<file path="config.mk">
export PLATFORM = sky130hd
export DESIGN_NAME = ntlm_pad_driver
export DESIGN_NICKNAME = d
export VERILOG_FILES = /design/src/rtl/ntlm_pkg.sv /design/src/rtl/ntlm_block_builder.sv /design/src/rtl/ntlm_pad_driver.sv
export SDC_FILE = /design/constraint.sdc
export NUM_CORES = 1
export LEC_CHECK = 0
export BUFFER_PORTS_ARGS = -buffer_cell sky130_fd_sc_hd__buf_4
export CAP_MARGIN = 20
export CORE_AREA = 4 4 441 443
export CTS_CLUSTER_SIZE = 30
export DETAILED_ROUTE_END_ITERATION = 10
export DIE_AREA = 0 0 445 447
export PLACE_DENSITY = 0.37
export SETUP_SLACK_MARGIN = 0.05
export SYNTH_ARGS = -nofsm -noshare
export SYNTH_HDL_FRONTEND = slang
export SYNTH_HIERARCHICAL = 1
export SYNTH_SLANG_ARGS = --single-unit
</file>
<file path="constraint.sdc">
create_clock -name clk -period 2.83 [get_ports clk]
set_input_delay 0.566 -clock clk [delete_from_list [all_inputs] [get_ports clk]]
set_output_delay 0.566 -clock clk [all_outputs]
set_load 0.01 [all_outputs]
</file>
<file path="src/rtl/ntlm_pkg.sv">
// ----------------------------------------------------------------------------
// ntlm_pkg
// Shared constants, state encoding and helpers for the NT-hash pad driver
// and the MD4 block engine it feeds.
//
// Contents:
//   MD4_IV_A..D   - MD4 initial chaining values
//   LEN_BYTE_LO/HI - byte offsets of the 16-bit message bit length
//   PAD_BYTE      - the 0x80 terminator written right after the message
//   ntlm_state_e  - pad-driver state enumeration
//   ST_*          - plain localparam copies of the states for logic regs
//   bswap32       - 32-bit byte reversal (also used by the engine's
//                   byteswap include)
// ----------------------------------------------------------------------------
package ntlm_pkg;

    // MD4 initial chaining values (A, B, C, D)
    localparam logic [31:0] MD4_IV_A = 32'h67452301;
    localparam logic [31:0] MD4_IV_B = 32'hEFCDAB89;
    localparam logic [31:0] MD4_IV_C = 32'h98BADCFE;
    localparam logic [31:0] MD4_IV_D = 32'h10325476;

    // The message is at most 54 bytes, so its bit length never exceeds
    // 16 bits and only these two length bytes are ever non-zero.
    localparam int LEN_BYTE_LO = 56;
    localparam int LEN_BYTE_HI = 57;

    localparam logic [7:0] PAD_BYTE = 8'h80;

    localparam int BLOCK_BYTES = 64;

    typedef enum logic [2:0] {
        FLUSH  = 3'd0,
        IDLE   = 3'd1,
        FILL   = 3'd2,
        PAD    = 3'd3,
        LAUNCH = 3'd4,
        WAIT   = 3'd5,
        DONE   = 3'd6,
        GAP    = 3'd7
    } ntlm_state_e;

    // Flat constants so the state register can stay a plain logic vector,
    // which keeps older tools and netlist viewers happy.
    localparam logic [2:0] ST_FLUSH  = FLUSH;
    localparam logic [2:0] ST_IDLE   = IDLE;
    localparam logic [2:0] ST_FILL   = FILL;
    localparam logic [2:0] ST_PAD    = PAD;
    localparam logic [2:0] ST_LAUNCH = LAUNCH;
    localparam logic [2:0] ST_WAIT   = WAIT;
    localparam logic [2:0] ST_DONE   = DONE;
    localparam logic [2:0] ST_GAP    = GAP;

    // MD4 works on little-endian words, the digest is printed big-endian.
    function automatic logic [31:0] bswap32(input logic [31:0] w);
        return {w[7:0], w[15:8], w[23:16], w[31:24]};
    endfunction

endpackage

</file>
<file path="src/rtl/ntlm_block_builder.sv">
// ----------------------------------------------------------------------------
// ntlm_block_builder
// Holds the 512-bit MD4 message block and applies the byte writes used while
// expanding a password to UTF-16LE and while appending the MD4 padding.
// Message byte k lives at o_block[511-8k -: 8].
//
// Ports:
//   clk        - clock
//   rst        - synchronous active-high reset, clears the block
//   i_clear    - clear the whole block (start of a new candidate)
//   i_fillEn   - write i_char to byte 2*i_charIdx and 00 to byte 2*i_charIdx+1
//   i_charIdx  - character index for the fill write
//   i_char     - ASCII character for the fill write
//   i_padEn    - write 0x80 at byte 2*i_len and the bit length at bytes 56/57
//   i_len      - message length in characters (already clamped)
//   o_block    - current message block
// ----------------------------------------------------------------------------
module ntlm_block_builder
    import ntlm_pkg::*;
(
    input  logic         clk,
    input  logic         rst,
    input  logic         i_clear,
    input  logic         i_fillEn,
    input  logic [4:0]   i_charIdx,
    input  logic [7:0]   i_char,
    input  logic         i_padEn,
    input  logic [4:0]   i_len,
    output logic [511:0] o_block
);

    logic [511:0] r_block;
    logic [511:0] w_blockNext;
    logic [5:0]   w_fillLoIdx;
    logic [5:0]   w_fillHiIdx;
    logic [5:0]   w_padIdx;
    logic [8:0]   w_bitLen;
    logic [7:0]   w_lenLo;
    logic [7:0]   w_lenHi;

    // Byte addresses for the current write. Each UTF-16LE code unit takes
    // two bytes, so character i lands on byte 2i with a zero high byte.
    // The bit length is 16*len, which at most 432 fits in nine bits.
    always_comb begin
        w_fillLoIdx = {i_charIdx, 1'b0};
        w_fillHiIdx = {i_charIdx, 1'b1};
        w_padIdx    = {i_len, 1'b0};
        w_bitLen    = {i_len, 4'b0000};
        w_lenLo     = w_bitLen[7:0];
        w_lenHi     = {7'b0000000, w_bitLen[8]};
    end

    // Next-block computation: every byte keeps its value unless one of the
    // write strobes addresses it. Clearing wins over any write so a new
    // candidate always starts from an all-zero block.
    always_comb begin
        w_blockNext = r_block;
        if (i_clear) begin
            w_blockNext = '0;
        end else begin
            for (int k = 0; k < BLOCK_BYTES; k++) begin
                if (i_fillEn && (6'(k) == w_fillLoIdx)) begin
                    w_blockNext[511-8*k -: 8] = i_char;
                end
                if (i_fillEn && (6'(k) == w_fillHiIdx)) begin
                    w_blockNext[511-8*k -: 8] = 8'h00;
                end
                if (i_padEn && (6'(k) == w_padIdx)) begin
                    w_blockNext[511-8*k -: 8] = PAD_BYTE;
                end
                if (i_padEn && (k == LEN_BYTE_LO)) begin
                    w_blockNext[511-8*k -: 8] = w_lenLo;
                end
                if (i_padEn && (k == LEN_BYTE_HI)) begin
                    w_blockNext[511-8*k -: 8] = w_lenHi;
                end
            end
        end
    end

    // Block storage. The engine reads this combinationally for its whole
    // run, so it only ever changes under an explicit strobe.
    always_ff @(posedge clk) begin
        if (rst) begin
            r_block <= '0;
        end else begin
            r_block <= w_blockNext;
        end
    end

    assign o_block = r_block;

endmodule

</file>
<file path="src/rtl/ntlm_pad_driver.sv">
// ----------------------------------------------------------------------------
// ntlm_pad_driver
// Front end of the NT-hash pipeline: takes an ASCII candidate, expands it to
// UTF-16LE, builds the single padded MD4 block, launches the MD4 engine with
// the standard IV and returns the digest in canonical byte order.
//
// Parameters:
//   MAX_LEN      - maximum password length (1..27)
//   FLUSH_CYCLES - idle cycles after reset before the first launch (>= 54)
//
// Ports:
//   clk, rst                - clock, synchronous active-high reset
//   pw_valid/pw_ready       - candidate handshake
//   pw_data, pw_len         - candidate characters and length
//   md4_irdy                - one-cycle launch pulse to the engine
//   md4_state_a..d          - constant MD4 IV
//   md4_data                - 512-bit message block
//   md4_ordy                - engine done (held two cycles)
//   md4_newstate_a..d       - engine result
//   hash_valid, hash        - one-cycle result pulse and NT hash
//   busy                    - high in every state except IDLE
//
// Optional feature (macro NTPAD_TARGET_CMP_EN):
//   target_hash             - hash to compare against
//   match                   - pulses with hash_valid when hash == target_hash
// ----------------------------------------------------------------------------
module ntlm_pad_driver
    import ntlm_pkg::*;
#(
    parameter int MAX_LEN      = 27,
    parameter int FLUSH_CYCLES = 56
)
(
    input  logic                 clk,
    input  logic                 rst,
    input  logic                 pw_valid,
    output logic                 pw_ready,
    input  logic [8*MAX_LEN-1:0] pw_data,
    input  logic [4:0]           pw_len,
    output logic                 md4_irdy,
    output logic [31:0]          md4_state_a,
    output logic [31:0]          md4_state_b,
    output logic [31:0]          md4_state_c,
    output logic [31:0]          md4_state_d,
    output logic [511:0]         md4_data,
    input  logic                 md4_ordy,
    input  logic [31:0]          md4_newstate_a,
    input  logic [31:0]          md4_newstate_b,
    input  logic [31:0]          md4_newstate_c,
    input  logic [31:0]          md4_newstate_d,
    output logic                 hash_valid,
    output logic [127:0]         hash,
    output logic                 busy
`ifdef NTPAD_TARGET_CMP_EN
    ,
    input  logic [127:0]         target_hash,
    output logic                 match
`endif
);

    localparam int         CNT_W     = $clog2(FLUSH_CYCLES + 1);
    localparam logic [4:0] MAX_LEN_L = 5'(MAX_LEN);

    logic [2:0]           r_state;
    logic [2:0]           w_stateNext;
    logic [CNT_W-1:0]     r_flushCnt;
    logic [8*MAX_LEN-1:0] r_pwData;
    logic [4:0]           r_len;
    logic [4:0]           r_charIdx;
    logic                 r_pwReady;
    logic                 r_irdy;
    logic                 r_hashValid;
    logic [127:0]         r_hash;

    logic                 w_accept;
    logic [4:0]           w_lenClamped;
    logic                 w_lastChar;
    logic                 w_capture;
    logic [7:0]           w_charBit;
    logic [7:0]           w_char;
    logic                 w_clear;
    logic                 w_fillEn;
    logic                 w_padEn;
    logic [127:0]         w_hashNext;

    // Handshake qualification, length clamping and the character currently
    // being expanded. Lengths above MAX_LEN are clamped rather than rejected
    // so a misbehaving source can never push the padding past byte 55.
    always_comb begin
        w_accept     = (r_state == ST_IDLE) && r_pwReady && pw_valid;
        w_lenClamped = (pw_len > MAX_LEN_L) ? MAX_LEN_L : pw_len;
        w_lastChar   = (r_charIdx == (r_len - 5'd1));
        w_capture    = (r_state == ST_WAIT) && md4_ordy;
        w_charBit    = {r_charIdx, 3'b000};
        w_char       = r_pwData[w_charBit +: 8];
        w_clear      = w_accept;
        w_fillEn     = (r_state == ST_FILL);
        w_padEn      = (r_state == ST_PAD);
        w_hashNext   = {bswap32(md4_newstate_a), bswap32(md4_newstate_b),
                        bswap32(md4_newstate_c), bswap32(md4_newstate_d)};
    end

    // Next-state logic. FLUSH exists because the engine has no reset and can
    // still be finishing a run launched before our reset; we sit out long
    // enough for that run to end. GAP waits out the second ordy cycle so one
    // engine result is never captured twice.
    always_comb begin
        w_stateNext = r_state;
        case (r_state)
            ST_FLUSH:  if (r_flushCnt <= CNT_W'(1)) w_stateNext = ST_IDLE;
            ST_IDLE:   if (w_accept) w_stateNext = (w_lenClamped == 5'd0) ? ST_PAD : ST_FILL;
            ST_FILL:   if (w_lastChar) w_stateNext = ST_PAD;
            ST_PAD:    w_stateNext = ST_LAUNCH;
            ST_LAUNCH: w_stateNext = ST_WAIT;
            ST_WAIT:   if (md4_ordy) w_stateNext = ST_DONE;
            ST_DONE:   w_stateNext = ST_GAP;
            ST_GAP:    if (!md4_ordy) w_stateNext = ST_IDLE;
            default:   w_stateNext = ST_FLUSH;
        endcase
    end

    // Main sequential block: state, registered handshake/strobe outputs,
    // candidate latch, character counter and hash capture. The strobes are
    // decoded from the next state so they line up exactly with the state
    // they belong to while still coming straight out of flops.
    always_ff @(posedge clk) begin
        if (rst) begin
            r_state     <= ST_FLUSH;
            r_flushCnt  <= CNT_W'(FLUSH_CYCLES);
            r_pwReady   <= 1'b0;
            r_irdy      <= 1'b0;
            r_hashValid <= 1'b0;
            r_hash      <= '0;
            r_pwData    <= '0;
            r_len       <= 5'd0;
            r_charIdx   <= 5'd0;
        end else begin
            r_state     <= w_stateNext;
            r_pwReady   <= (w_stateNext == ST_IDLE);
            r_irdy      <= (w_stateNext == ST_LAUNCH);
            r_hashValid <= (w_stateNext == ST_DONE);

            if (r_state == ST_FLUSH) begin
                r_flushCnt <= r_flushCnt - CNT_W'(1);
            end

            if (w_accept) begin
                r_pwData  <= pw_data;
                r_len     <= w_lenClamped;
                r_charIdx <= 5'd0;
            end else if (w_fillEn && !w_lastChar) begin
                r_charIdx <= r_charIdx + 5'd1;
            end

            if (w_capture) begin
                r_hash <= w_hashNext;
            end
        end
    end

`ifdef NTPAD_TARGET_CMP_EN
    logic r_match;

    // Target comparison is done on the incoming engine result in the same
    // cycle the hash is captured, so match rises together with hash_valid
    // and drops with it one cycle later.
    always_ff @(posedge clk) begin
        if (rst) begin
            r_match <= 1'b0;
        end else begin
            r_match <= w_capture && (w_hashNext == target_hash);
        end
    end

    assign match = r_match;
`endif

    ntlm_block_builder u_builder (
        .clk       (clk),
        .rst       (rst),
        .i_clear   (w_clear),
        .i_fillEn  (w_fillEn),
        .i_charIdx (r_charIdx),
        .i_char    (w_char),
        .i_padEn   (w_padEn),
        .i_len     (r_len),
        .o_block   (md4_data)
    );

    assign pw_ready    = r_pwReady;
    assign md4_irdy    = r_irdy;
    assign hash_valid  = r_hashValid;
    assign hash        = r_hash;
    assign busy        = (r_state != ST_IDLE);
    assign md4_state_a = MD4_IV_A;
    assign md4_state_b = MD4_IV_B;
    assign md4_state_c = MD4_IV_C;
    assign md4_state_d = MD4_IV_D;

endmodule

</file>
# [Yosys cells after proc, flatten, opt, wreduce, memory -nomap -nowiden]
# Index checks and enable logic that the tools add are counted.
[totals] regBits=630 inputBits=353 out_inout_bits=772 wordCells=373
[op_classes] add_sub_neg=3 order_cmp=2 eq_ne=74 shift=1 n_mux=76 reduce_logical=142
[op_table] operator="8-bit two-way mux" n=67
[op_table] operator="216-bit by 9-bit indexed part select with 8-bit output" n=1
[op_table] operator="5-bit equality test, first input constant" n=32
[op_table] operator="3-bit OR reduction" n=31
[op_table] operator="4-bit by 5-bit equality test with 1-bit output, first input constant" n=16
[op_table] operator="1-bit logical AND" n=69
[op_table] operator="2-bit nonzero test" n=31
[op_table] operator="3-bit by 5-bit equality test with 1-bit output, first input constant" n=8
[op_table] operator="3-bit case mux with 8 select lines" n=1
[op_table] operator="2-bit by 5-bit equality test with 1-bit output, first input constant" n=4
[op_table] operator="3-bit equality test, second input constant" n=6
[op_table] operator="6-bit logical NOT" n=3
[op_table] operator="3-bit two-way mux" n=5
[op_table] operator="1-bit by 5-bit equality test with 1-bit output, first input constant" n=2
[op_table] operator="4-bit OR reduction" n=2
[op_table] operator="3-bit by 1-bit equality test with 1-bit output, second input constant" n=2
[op_table] operator="3-bit by 2-bit equality test with 1-bit output, second input constant" n=2
[op_table] operator="6-bit by 1-bit less-or-equal comparator with 1-bit output, second input constant" n=1
[op_table] operator="3-bit nonzero test" n=2
[op_table] operator="6-bit by 1-bit subtractor with 6-bit output, second input constant" n=1
[op_table] operator="5-bit by 1-bit adder with 5-bit output, second input constant" n=1
[op_table] operator="5-bit equality test" n=1
[op_table] operator="5-bit greater-than comparator, second input constant" n=1
[op_table] operator="5-bit logical NOT" n=1
[op_table] operator="7 further kinds" n=8

# [Logic depth before layout (Yosys ltp)]
# Gate-level depths: netlist (run 1).
[logic_depth] depth_word=7 ltp_mapped=12 ltp_nobuf=8

# [Cells and area by module]
# Netlist (run 1), hierarchy kept.
[modules_own_cells] module="ntlm_pad_driver" n_inst=1 cells_per_inst=1910 area_per_inst_um2=15731.3 seq_area_each_um2=7327.0
[modules_own_cells] module="ntlm_block_builder" n_inst=1 cells_per_inst=1528 area_per_inst_um2=12288.0 seq_area_each_um2=5144.9

# [Worst setup path after synthesis (run 1)]
# No wires, ideal clock.
[synth_timing] kind="reg2reg" from="register r_charIdx[2]" to="register u_builder.r_block[143] (netlist: u_builder/o_block[143])" setup_time_ps=132 arrival_time_ps=2341 required_ps=2698 setup_slack_ps=357 path_stages_with_launch=10 n_path_buf=3 synth_period_minus_slack_ps=2473 cell_sequence="dfxtp_1 -> buf_6 -> buf_2 -> mux4_2 -> a211o_1 -> a31o_1 -> and3_1 -> clkbuf_1 -> a22oi_1 -> a21oi_1"
[synth_between] elab_chain_cells=3 elab_cells_between_ends=6 classes_between="1 x eq/ne; 1 x shift; 2 x mux; 2 x reduce/logical"
[synth_rtl] element="start, declared" line_no="ntlm_pad_driver.sv:69" rtl="logic [4:0] r_charIdx;"
[synth_rtl] element="start signal, assigned" line_no="ntlm_pad_driver.sv:152" rtl="r_charIdx <= r_charIdx + 5'd1;"
[synth_rtl] element="216-bit by 9-bit indexed part select with 8-bit output" line_no="ntlm_pad_driver.sv:95" rtl="w_char = r_pwData[w_charBit +: 8];"
[synth_rtl] element="named net w_char[7]" line_no="ntlm_pad_driver.sv:80" rtl="logic [7:0] w_char;"
[synth_rtl] element="8-bit two-way mux" line_no="ntlm_block_builder.sv:62" rtl="if (i_fillEn && (6'(k) == w_fillLoIdx)) begin"
[synth_rtl] element="8-bit two-way mux" line_no="ntlm_block_builder.sv:68" rtl="if (i_padEn && (6'(k) == w_padIdx)) begin"
[synth_rtl] element="end signal, assigned" line_no="ntlm_block_builder.sv:87" rtl="r_block <= w_blockNext;"
[synth_rtl] element="end, declared" line_no="ntlm_block_builder.sv:32" rtl="logic [511:0] r_block;"
# The timed path passes the listed nets, and every way through them passes these cells. The select of a mux whose other input is x is not followed.
# A chain may end at the register's enable or synchronous reset.

# [Worst setup path in the final report (run 1)]
[layout_timing] from="register r_charIdx[0]" to="register u_builder.r_block[90] (netlist: u_builder/o_block[90])"
[layout_between] elab_cells_between_ends=4 classes_between="1 x eq/ne; 1 x shift; 1 x mux; 1 x reduce/logical"
[layout_rtl] element="216-bit by 9-bit indexed part select with 8-bit output" line_no="ntlm_pad_driver.sv:95"
[layout_rtl] element="named net w_char[2]" line_no="ntlm_pad_driver.sv:80"
[layout_rtl] element="8-bit two-way mux" line_no="ntlm_block_builder.sv:62"
# The timed path passes the listed nets, and every way through them passes these cells. The select of a mux whose other input is x is not followed.

==> results of run 1 <==
layer usage:
| layer | vias up | track usage |
|---|---|---|
| met5 | - | 0 |
| met4 | 36 | 0.0266 |
| met3 | 156 | 0.0436 |
| met2 | 888 | 0.240 |
| met1 | 12900 | 0.185 |
| li1 | 12400 | - |
worst paths after layout:
path / start / to / slack [ps] / depth (start not counted)
setup / recovery: r_charIdx[0]$_SDFFE_PP0P_ / u_builder/o_block[90]$_SDFFE_PP0P_ / 80 / 10
hold / removal: md4_newstate_a[11] / hash[115]$_SDFFE_PP0P_ / 100 / 3
setup reg to reg: r_charIdx[0]$_SDFFE_PP0P_ / u_builder/o_block[90]$_SDFFE_PP0P_ / 80 / 10
hold reg to reg: r_pwData[87]$_SDFFE_PP0P_ / r_pwData[87]$_SDFFE_PP0P_ / 450 / 2
state kept, by name, indices dropped and copies added (netlist names):
signal,count
u_builder/o_block,257
r_pwData,216
hash,128
r_flushCnt,6
r_charIdx,5
r_len,5
r_state,3
hash_valid,1
md4_irdy,1
pw_ready,1
critical path, stage by stage, from the launching register on:
cell and delay (ps):
dfxtp_4 450, buf_12 160, buf_12 160, mux4_1 560, mux2i_1 200, buf_4 160
o22ai_1 120, a31o_2 290, buf_12 160, nand3_1 150, a21oi_1 60
cell type report:
cell class,instances,share of cell area
timing repair buffer,881,0.184
clock inverter,36,0.00993
sequential,623,0.325
tap,2511,0.0817
clock buffer,119,0.0618
inverter,9,0.00107
antenna,12,0.000781
multi-input combinational,2505,0.336
where the power goes:
group	internal [mW]	total, mW	switching [mW]
clock	6.27	10.8	4.56
combinational	0.372	0.979	0.607
sequential	8.78	8.79	0.0120
total	15.4	20.6	5.17
per-stage QoR:
step / hold WS, ps / worst slack [ps] / cells / cell area, µm² / util
after floorplan: 432 / 357 / 3818 / 29400 / -
after global placement: 440 / 25.2 / 6520 / 35500 / 0.187
after detailed placement: 445 / 26.8 / 6520 / 35500 / 0.187
after CTS: 0.843 / 19.6 / 6679 / 38300 / 0.202
after global routing: 38.0 / 45.6 / 6686 / 38400 / 0.202
final: 100 / 83.4 / 6696 / 38400 / 0.202
cells in the final DEF, fill, tap and decap left out, drive strengths merged, types with 17 or more instances in the layout:
| cell | count |
|---|---|
| dfxtp | 623 |
| conb | 383 |
| nand3 | 223 |
| mux4 | 48 |
| buf | 879 |
| inv | 17 |
| nand2 | 705 |
| clkinv | 18 |
| nor2b | 19 |
| nor2 | 21 |
| clkbuf | 121 |
| a22oi | 31 |
| o21ai | 302 |
| mux2i | 24 |
| a21oi | 616 |
timing repair:
action                     in CTS  in global routing
pin swaps                       0                  0
setup endpoints to repair       2                148
resized for setup               7                 10
setup buffers                   4                  3
hold buffers                    0                  0
cloned                          0                  2
kinds of logic (layout without fill, tap and decap cells):
| logic type | Yosys count | count (layout) |
|---|---|---|
| mux | 72 | 72 |
| simple gates | 1044 | 1044 |
| compound gates | 992 | 992 |
| xor+xnor | 10 | 10 |
| fa+ha+maj | 4 | 4 |
| other cells | 3 | 395 |
| buf+inv | 690 | 1045 |
| flops | 623 | 623 |
==> results.yml, run 1 <==
clock_tree:
  root_buffer: "clkbuf_16"
  cts.clk_slew.worst_paths_ps: 70
  htreeDepth: 3
  insertion_delay_ps: 720
  cts_buffers: 84
  clkSinkCount: 623
  cts_tree: "built"
  cts_max_path_buffers: 3
yosys:
  synth_top_family_by_area: "compound AO/OA/AOI/OAI gates"
  synth.most_common_cell: "nand2_1"
  synth.distinct_cells: 62
  synth_mux_area_frac: 0.0513
  synth_edf_count: 0
  post_synth_inst_count: 3438
  ys_ff_latch: 623
  avgSynthCellArea_um2: 8.15
  synthArstFlopShare: 0
  ys.flop_type: "dfxtp_1"
  synth_area_leaders: "dfxtp_1 (45%), a21oi_1 (11%), buf_4 (10%), nand2_1 (9.4%), nand3_1 (4.0%)"
  synth_compound_area_frac: 0.185
  synthSimpleGateAreaFrac: 0.164
  yosys.area_share.adder: 0.00179
  ys_warn_count: 6
  synthXorXnorAreaFrac: 0.00313
  synth_commonest_cells: "nand2_1 (705), dfxtp_1 (623), a21oi_1 (616)"
  yosysSeqAreaShare: 0.445
  synth_top_area_frac: 0.445
  yosysTopAreaCell: "dfxtp_1"
  synth_area_um2: 28000
timing:
  rsz0062_at_grt: "no"
  setup_viol: 0
  finClkSkew_ps: 31.8
  tightestPinTransition_ps: 979
  post-route-period-util: 0.971
  finalSetupTns_ps: 0
  max_freq_mhz: 364
  max_slew_margin: 0.347
  final-max-slew-violation-count: 0
  fin_crit_ps: 2750
  final_hold_viol_count: 0
placement:
  finalWeightedCongestion: 0.784
  port_buffers: 741
  place_hpwl_mm: 114
floorplanning:
  initial_core_util: 0.147
  dieArea_um2: 199000
  core_um2: 190000
  die_y_um: 447
  rows: 160
  fp.dieW_um: 445
  ios: 1125
finish:
  nets: 4461
  area_delta_synth_final_pct: 37.2
  drive_gt1_frac: 0.259
  n_fill_cell: 21400
  multi_input_comb_area_um2: 12900
  seqCellArea_um2: 12500
global_route:
  antenna_found_initial: 50
  grt_max_degree: 175
  grt_pass1_wl_mm: 205
  grt_usage: 0.144
  grt_overflow: 0
  grt_pass1_vias: 25100
run:
  cap_violations: 0
power_and_ir_drop:
  p_per_area_nw_per_um2: 536
  total_leakage_power_nw: 14.5
  power_mw: 20.6
  peakVddDrop_v: 0.000501
worst_setup_path:
  cp.arrival_ps: 3320
  cp.required_ps: 3400
  crit_path_max_fanout: 32
  critPathLaunchType: "flip-flop"
  path_class: "flip-flop to flip-flop"
  endpoint_kind: "flip-flop"
drt:
  routed_wl_mm: 152
  wire_per_inst_um: 22.7
  top_layer: "met5"
  wl_met2_mm: 73.5
  wl_met3_mm: 11.3
  via_per_inst: 3.93
  wl_met1_mm: 64.7
  ant_nets: 0
  vias: 26300
  drt_iter0_drc: 2020
  detail_route.first_pass.iterations: 5
  drc_errors: 0
status:
  status: "finished clean"
worst_hold_path:
  hp-class: "input pin to flip-flop"
No activity file was read; power rests on OpenSTA's default activity.
==> run 2: changes to the inputs <==
- MAX_ROUTING_LAYER: default -> met4
==> run 2 against run 1 <==
Critical path depth stayed put. Via count barely moved. Routed wire length hardly changed. Worst setup slack gained 35 ps. Die area stayed put. Core utilization about the same. Largest power group unchanged. Global-route usage is 0.42 points higher. Fmax up 1.3%. Sequential power is essentially flat. Highest routed layer is now met4. Final area about the same.
==> results.yml, run 2 (synthesis results as in run 1) <==
clock_tree:
  cts_tree: "built"
  cts.clk_slew.worst_paths_ps: 70
  root_buffer: "clkbuf_16"
  htreeDepth: 3
  insertion_delay_ps: 710
  clkSinkCount: 623
  cts_buffers: 84
  cts_max_path_buffers: 3
global_route:
  grt_use_met2: 0.241
  grt-busiest-layer: "met2"
  use_met1: 0.185
  antenna_found_initial: 57
  grt_pass1_wl_mm: 205
  grt_pass1_vias: 25200
  grt_max_degree: 175
  grt_usage: 0.148
  grt.met3_usage: 0.0422
  grt_overflow: 0
finish:
  final_cell_mix: "buf_4 (843), nand2_1 (704), dfxtp_1 (619)"
  fin_util: 0.202
  layout.cells.non_filler: 6719
  nets: 4459
  final_common_cell: "buf_4"
  area_delta_synth_final_pct: 37.3
  drive_gt1_frac: 0.258
  largest_reg_flops: 257
timing:
  finalSetupTns_ps: 0
  whs_ps: 97.4
  final-max-slew-violation-count: 0
  finClkSkew_ps: 26.8
  max_freq_mhz: 369
  final_hold_viol_count: 0
  setup_viol: 0
  tightestPinTransition_ps: 1000
  post-route-period-util: 0.958
  max_slew_margin: 0.332
  rsz0062_at_grt: "no"
  fin_crit_ps: 2710
placement:
  place_hpwl_mm: 114
  port_buffers: 741
  finalWeightedCongestion: 0.795
  dpl.cell_count: 6520
worst_setup_path:
  crit_buf_inv: 4
  crit_path_max_fanout: 32
  critPathTopFamily: "multiplexers"
  cp.required_ps: 3400
  crit_top_cell: "buf_12"
  endpoint_kind: "flip-flop"
  timing.rr.start: "r_charIdx[0]$_SDFFE_PP0P_"
  critPathLaunchType: "flip-flop"
  startpoint: "r_charIdx[0]$_SDFFE_PP0P_"
  cp.arrival_ps: 3280
  cp.depth: 10
  reg2reg_depth: 10
  path_class: "flip-flop to flip-flop"
  max_stage_delay_ps: 560
  path_cells: "buf_12, buf_12, mux4_1, mux2i_1, buf_4, o22ai_1, a31o_2, buf_12, nand3_1, a21oi_1"
  worst_path_max_delay_cell: "mux4_1"
drt:
  drc_errors: 0
  routed_wl_mm: 152
  drt_iter0_drc: 1943
  vias: 26300
  via_per_inst: 3.92
  wire_per_inst_um: 22.7
  ant_nets: 0
  detail_route.first_pass.iterations: 7
floorplanning:
  die_y_um: 447
  dieArea_um2: 199000
  core_um2: 190000
  rows: 160
  fp.dieW_um: 445
  ios: 1125
  initial_core_util: 0.147
run:
  cap_violations: 0
worst_hold_path:
  hp-class: "input pin to flip-flop"
  hold_start: "md4_newstate_b[27]"
  holdPathStages: 3
power_and_ir_drop:
  total_leakage_power_nw: 14.5
  peakVddDrop_v: 0.000496
  p_per_area_nw_per_um2: 535
status:
  status: "finished clean"
==> run 2: cell count changes in the layout (fill, tap and decap cells not counted) <==
cell / before / now
clkbuf_16: 86 / 85
mux2i_1: 21 / 22
buf_4: 844 / 843
diode_2: 12 / 37
mux2i_2: 3 / 2
==> run 2: through the flow <==
step / total power, mW / setup slack, ps / area (µm²)
floorplan: 9.75 / 357 / 29400
global placement: 9.96 / 25.2 / 35500
detailed placement: 9.96 / 26.8 / 35500
CTS: 21.0 / 19.6 / 38300
global route: 21.4 / 50.3 / 38400
finish: 20.6 / 118 / 38500
==> run 2: what timing repair did <==
| item | in CTS | in global routing |
|---|---|---|
| hold endpoints to repair | 0 | 0 |
| hold buffers | 0 | 0 |
| gates cloned | 0 | 1 |
| pin swaps | 0 | 0 |
| buffers inserted | 4 | 2 |
| setup endpoints to repair | 2 | 148 |
| resized for setup | 7 | 9 |
==> run 2: per-layer routing <==
layer / vias up / wire [µm]
met5: - / 0
met2: 926 / 73800
met1: 12900 / 64500
met3: 120 / 11600
met4: 0 / 2310
li1: 12400 / -
==> run 2: tightest hold or removal path: stages <==
cell and delay (ps):
buf_4 110, nand2_1 40, a21oi_1 50
==> run 2: final cells by class <==
class                           instances  area [µm²]
Fill cell                           21400      152000
Multi-Input combinational cell       2505       12900
Sequential cell                       623       12500
Timing Repair Buffer                  879        7050
Tap cell                             2511        3140
Clock buffer                          119        2370
Clock inverter                         36         382
Antenna cell                           37        92.6
Inverter                                9        41.3
==> run 2: worst paths after layout <==
check | slack, ps | end
max | 120 | u_builder/o_block[90]$_SDFFE_PP0P_
min | 100 | hash[67]$_SDFFE_PP0P_
max reg2reg | 120 | u_builder/o_block[90]$_SDFFE_PP0P_
min reg2reg | 450 | r_pwData[112]$_SDFFE_PP0P_
==> run 2: power breakdown <==
| part | leakage, nW | internal (mW) | switching (mW) |
|---|---|---|---|
| clock | 1.34 | 6.27 | 4.55 |
| combinational | 8.10 | 0.372 | 0.607 |
| sequential | 5.02 | 8.78 | 0.0120 |
| total | 14.5 | 15.4 | 5.17 |
